===== src/rtl/pc_ctrl.sv =====
// pc_ctrl: program-counter and sequencing stage downstream of the ALU.
// Resolves conditional branches from the ALU compare bit, produces the
// fetch address, brackets each run with an IDLE/RUN/DONE state machine
// and counts retired instructions with saturation.
module pc_ctrl #(
    parameter int PW = 10,
    parameter int D  = 4,
    parameter int CW = 16
) (
    input  logic          clk,
    input  logic          rst_n,
    input  logic          start,
    input  logic          halt,
    input  logic          br_en,
    input  logic          br_flag,
    input  logic [D-1:0]  lut_sel,
    input  logic          lut_we,
    input  logic [D-1:0]  lut_waddr,
    input  logic [PW-1:0] lut_wdata,
    output logic [PW-1:0] prog_ctr,
    output logic          running,
    output logic          done,
    output logic [CW-1:0] instr_cnt
);

    localparam int unsigned DEPTH = 1 << D;

    typedef enum logic [1:0] {
        IDLE,
        RUN,
        DONE
    } state_t;

    state_t        state;
    logic [PW-1:0] lut [DEPTH];
    logic [PW-1:0] br_target;

    // Branch target is read combinationally from the stored array, so a
    // same-cycle write to the same index is only seen on the next cycle.
    assign br_target = lut[lut_sel];

    // Status outputs are direct decodes of the registered state.
    assign running = (state == RUN);
    assign done    = (state == DONE);

    // Sequencing FSM: state, program counter and retired-instruction count.
    always_ff @(posedge clk or negedge rst_n) begin
        if (!rst_n) begin
            state     <= IDLE;
            prog_ctr  <= '0;
            instr_cnt <= '0;
        end else begin
            case (state)
                IDLE, DONE: begin
                    if (start) begin
                        state     <= RUN;
                        prog_ctr  <= '0;
                        instr_cnt <= '0;
                    end
                end
                RUN: begin
                    // Every RUN cycle retires one instruction, halt included.
                    if (instr_cnt != '1) begin
                        instr_cnt <= instr_cnt + 1'b1;
                    end
                    if (halt) begin
                        state <= DONE;
                    end else if (br_en && br_flag) begin
                        prog_ctr <= br_target;
                    end else begin
                        prog_ctr <= prog_ctr + 1'b1;
                    end
                end
                default: begin
                    state <= IDLE;
                end
            endcase
        end
    end

    // Branch-target LUT: writable in any state, cleared by reset.
    always_ff @(posedge clk or negedge rst_n) begin
        if (!rst_n) begin
            for (int unsigned i = 0; i < DEPTH; i++) begin
                lut[i] <= '0;
            end
        end else if (lut_we) begin
            lut[lut_waddr] <= lut_wdata;
        end
    end

endmodule

===== config.mk =====
export PLATFORM = sky130hd
export DESIGN_NAME = pc_ctrl
export DESIGN_NICKNAME = d
export VERILOG_FILES = /design/src/rtl/pc_ctrl.sv
export SDC_FILE = /design/constraint.sdc
export NUM_CORES = 1
export LEC_CHECK = 0
export ABC_AREA = 1
export CAP_MARGIN = 20
export CORE_MARGIN = 10
export CORE_UTILIZATION = 60
export DETAILED_ROUTE_END_ITERATION = 16
export MAX_ROUTING_LAYER = met4
export PLACE_DENSITY = 0.85
export SETUP_SLACK_MARGIN = 0.05
export SLEW_MARGIN = 20
export SYNTH_ARGS = -nofsm -noshare
export SYNTH_HDL_FRONTEND = slang
export SYNTH_SLANG_ARGS = --single-unit

===== constraint.sdc =====
create_clock -name clk -period 1.9 [get_ports clk]
set_input_delay 0.38 -clock clk [delete_from_list [all_inputs] [get_ports clk]]
set_output_delay 0.38 -clock clk [all_outputs]
set_load 0.02 [all_outputs]

== Word-level counts from Yosys, hierarchy flattened ==
Cells that the tools add are included.
W data, S select, Z words.
Storage, ports and cells
  bits in registers: 188
  output and inout port bits: 28
  logic and storage cells: 57
Cells by class
  add/sub/neg operators: 2
  magnitude comparators: 3
  equal/unequal tests: 7
  multiplexer cells: 16
  bitwise gates (word level): 2
  reductions and logical operators: 8
Operators by type and width (number)
  $bwmux W160: 1
  $mux W10: 6
  $bmux W10 S4: 1
  $demux W10 S4: 1
  $mux W16: 2
  $pmux W16 S2: 1
  $pmux W10 S2: 1
  $add A16 B1 Y16 const B: 1
  $ne A16 B16 Y1 const B: 1
  $add A10 B1 Y10 const B: 1
  $ge A5 B5 Y1 const B: 2
  $not A4 Y5: 2
  $ne A2 B2 Y1 const B: 3
  $reduce_and A3 Y1: 2
  $lt A5 B1 Y1 const B: 1
  $mux W2: 2
  $pmux W2 S2: 1
  $eq A2 B1 Y1 const B: 1
  $eq A2 B2 Y1 const B: 1
  $logic_and A1 B1 Y1: 2
  $logic_not A2 Y1: 1
  $ne A2 B1 Y1 const B: 1
  $reduce_and A2 Y1: 1
  $reduce_bool A2 Y1: 1
  $reduce_or A2 Y1: 1

== Longest topological paths before layout ==
  word-level depth: 7
  depth in mapped cells: 12
  gate-level depth less buffers: 11

== Worst setup path after synthesis ==
Ideal clock, no wire load.
  path type: flip-flop to flip-flop
  start point: register instr_cnt[0]
  end point: register instr_cnt[11]
  library setup time: 0.119 ns
  arrival time: 1.587 ns
  setup slack: 0.195 ns
  cell stages (with the launch flop): 10
  buffers on the path: 1
  period minus slack after synthesis: 1.705 ns
  cells stage by stage: dfrtp_1 ha_1 nand3_1 nor3_4 nand3_2 nand2_4 nand2_4 buf_6 nand2_1 o21ai_2
Between the ends
  cells in the longest elaborated chain, start to end: 3
  elaborated cells on any way between the ends: 6
  classes of those cells: 1 x add/sub; 2 x eq/ne; 2 x mux; 1 x reduce/logical
Ends and longest elaborated chain
  start: declaration: RTL line 23  | output logic [CW-1:0] instr_cnt
  start signal: assignment: RTL line 64  | instr_cnt <= instr_cnt + 1'b1;
  $add A16 B1 Y16 or $ne A16 B16 Y1 (tied branches): RTL line 64, 63
  $mux W16 or $ne A2 B1 Y1 (tied branches)
  $pmux W16 S2 or $reduce_and A3 Y1 (tied branches)
Several ways; a longest one is shown, not always the timed one. The select of a mux whose other input is x is not followed.
A chain may end at the register's enable or synchronous reset.

== Final worst setup path ==
  start point: register instr_cnt[15]
  end point: output instr_cnt[15]
No word-level cell between the ends.

==> flow_summary_export.csv <==
group,metric,value,unit
route,routedWlPerCell,16.8,µm
clock_tree,htreeDepth,4,
timing,skew,0.00817,ns
worst_setup_path,cpPeakStageDelay,0.62,ns
timing,final_max_slew_viol_count,0,
clock_tree,cts_buffers,17,
worst_hold_path,holdPathStages,2,
floorplanning,core,15100,µm²
worst_setup_path,crit_end,"instr_cnt[15]",
global_routing,grt_pass1_vias,8278,
route,drt_iter0_drc,895,
clock_tree,clkTransAtPathRegs,0.07,ns
synthesis,synth_edf_count,0,
worst_setup_path,rr_startpoint,"instr_cnt[0]",
route,drc_errors,0,
final_layout,fillers,1097,
global_routing,grt_util_met1,31.8,%
synthesis,syn_area,9230,µm²
synthesis,synth-seq-cells,188,
worst_setup_path,worstSetupStartpoint,"instr_cnt[15]",
final_layout,fin_nets,1270,
floorplanning,io_pins,53,
final_layout,diodes,0,
worst_setup_path,crit_path_cell_trace,"clkdlybuf4s50_1",
final_layout,final_util,71.8,%
route,via_per_inst,5.80,
pwr,power,11.4,mW
synthesis,ys.flop_type,"dfrtp_1",
timing,rsz0062_at_grt,"false",
worst_setup_path,path_max_fanout,3,
timing,tightest_slew,0.667,ns
worst_setup_path,cp-end-kind,"output pin",
worst_setup_path,crit_required,1.52,ns
route,via_count,8377,
place,gp_congestion,0.892,
job,max_cap_violations,0,
pwr,power_per_cell_area,1050,nW/µm²
worst_setup_path,critPathLaunchType,"register",
worst_hold_path,hold_class,"register to register",
timing,fmax,0.556,GHz
timing,setup_viol,0,
floorplanning,dieWidth,144,µm
synthesis,synth_cells,1193,
route,wl,24300,µm
clock_tree,tritoncts,"built",
place,dpl_cell_area,10200,µm²
place,placed_cells,1408,
place,hpwl,16200,µm
final_layout,drive_above_1_share,9.47,%
floorplanning,std_cell_rows,45,
worst_setup_path,critPathSlowestCell,"clkdlybuf4s50_1",
timing,postLayoutSetupSlackWorst,0.102,ns
final_layout,final-seq-area,4700,µm²
route,drtPass1Iterations,5,
synthesis,syn-num-nets,1220,
clock_tree,clock_path_buffers,2,
global_routing,track_usage,25.4,%
place,portBuffers,52,
global_routing,grt_first_pass_wirelength,41000,µm
worst_setup_path,reg2reg_slack,0.14,ns
route,antenna_violating_nets_post_route,0,
clock_tree,clock-root-buffer,"clkbuf_16",
timing,hold_slack,0.480,ns
global_routing,antenna_found_initial,0,
pwr,vdd_drop_max,789,µV
worst_setup_path,arrival,1.42,ns
worst_setup_path,r2r_cells,8,
place,dp_slack,0.0526,ns
timing,min_period,1.80,ns
timing,finalCritPeriodShare,94.7,%
timing,slew_headroom,55.3,%
final_layout,final_cells,1444,
worst_setup_path,crit_buf_inv,1,
clock_tree,clkLatencyLatePin,0.44,ns
clock_tree,cts_sinks,188,
synthesis,yosysWarnings,0,
global_routing,grt_use_met2,39.8,%
floorplanning,die-area,20800,µm²
worst_setup_path,r2r-end,"instr_cnt[7]",
timing,hold_viol,0,
final_layout,design_area,10900,µm²
timing,finalSetupTns,0,ns
synthesis,async_flop_share,100,%
worst_setup_path,critical_path_class,"register to output pin",
final_layout,area_growth,17.8,%
floorplanning,start_util,61.0,%
worst_hold_path,hp-start,"lut[30]",
pwr,p_leak,5.27,nW
global_routing,globalRouteOverflowTotal,0,
global_routing,top_usage_layer,"met2",
final_layout,multiInputGateArea,3770,µm²
outcome,outcome,"finished clean",
global_routing,use_met3,4.95,%
synthesis,ys_seq_area_share,50.9,%
global_routing,grt_max_degree,61,
worst_setup_path,crit_family,"buffers and inverters",
worst_setup_path,path_depth,1,
floorplanning,die_h,144,µm
synthesis,postSynthAreaPerCell,7.74,µm²
synthesis,synth.distinct_cells,30,
## cell families after synthesis
group	count (synthesis)	synth area share, %
buf+inv	194	8.51
compound gates	234	13.5
simple gates	565	25.8
fa+ha+maj	2	0.271
xor+xnor	10	0.948
flops	188	50.9
## placed cells by master (no fill, tap or decap), types with 6 or more instances in the layout
cell type,count
o21ai_0,147
inv_1,111
nor3_2,6
a21oi_1,60
clkdlybuf4s50_1,23
nand4_1,7
dlygate4sd2_1,25
xor2_1,10
clkbuf_16,17
dfrtp_1,188
buf_12,15
nand3_1,129
nor2_1,95
nand2_1,316
buf_4,40
o211ai_1,11
o21ai_2,6
## layout make-up
type / count / area share, %
timing repair buffer: 108 / 10.1
sequential: 188 / 43.2
tap: 188 / 2.16
clock inverter: 11 / 1.41
clock buffer: 21 / 4.42
inverter: 117 / 4.04
multi-input combinational: 811 / 34.7
## synthesized netlist by cell type, drive strengths merged (3+ instances only)
cell	n	area, µm²
nor3	11	81.3
o211ai	11	82.6
nand2	319	1210
nand3	130	656
buf	34	185
o22ai	3	37.5
clkbuf	43	161
o21ai	158	813
inv	116	435
dfrtp	188	4700
nand4	7	43.8
xor2	10	87.6
nor2	97	379
a21oi	60	300
## layer usage
metal  wire length [µm]  part of all wire [%]
met2              11800                    49
met1              10100                    41
met5                  0                     0
met3               1590                   6.5
met4                858                   3.5
## worst register-to-register path, delay by kind of cell, from the launching register on
| kind | cells | cell delay, ns |
|---|---|---|
| simple gates | 6 | 0.84 |
| compound gates | 1 | 0.19 |
| flops | 1 | 0.39 |
| fa+ha+maj | 1 | 0.23 |
## worst min path at each step
stage / to / slack [ns]
2_1_floorplan: instr_cnt[0] / 0.08
3_3_place_gp: lut[107] / 0.41
3_5_place_dp: lut[102] / 0.41
4_1_cts: lut[35] / 0.48
5_1_grt: lut[37] / 0.50
6_report: lut[30] / 0.48
## power by group
part           leakage, nW  switching, mW  internal, mW
logic                 2.64           1.41         0.879
clock network        0.312           1.57          2.23
registers             2.32          0.444          4.84
total                 5.27           3.42          7.95
## what timing repair did
| action | CTS | global route |
|---|---|---|
| endpoints found under the hold margin | 53 | 0 |
| endpoints found under the setup margin | 25 | 14 |
| hold buffers | 1 | 0 |
| resized for setup | 25 | 4 |
| pin swaps | 0 | 1 |
| buffers inserted | 0 | 3 |
## state kept, by name (all words and copies together), names as in the netlist
register   cells
lut          160
prog_ctr      10
state          2
instr_cnt     16
Power figures use the tool's default switching activity.
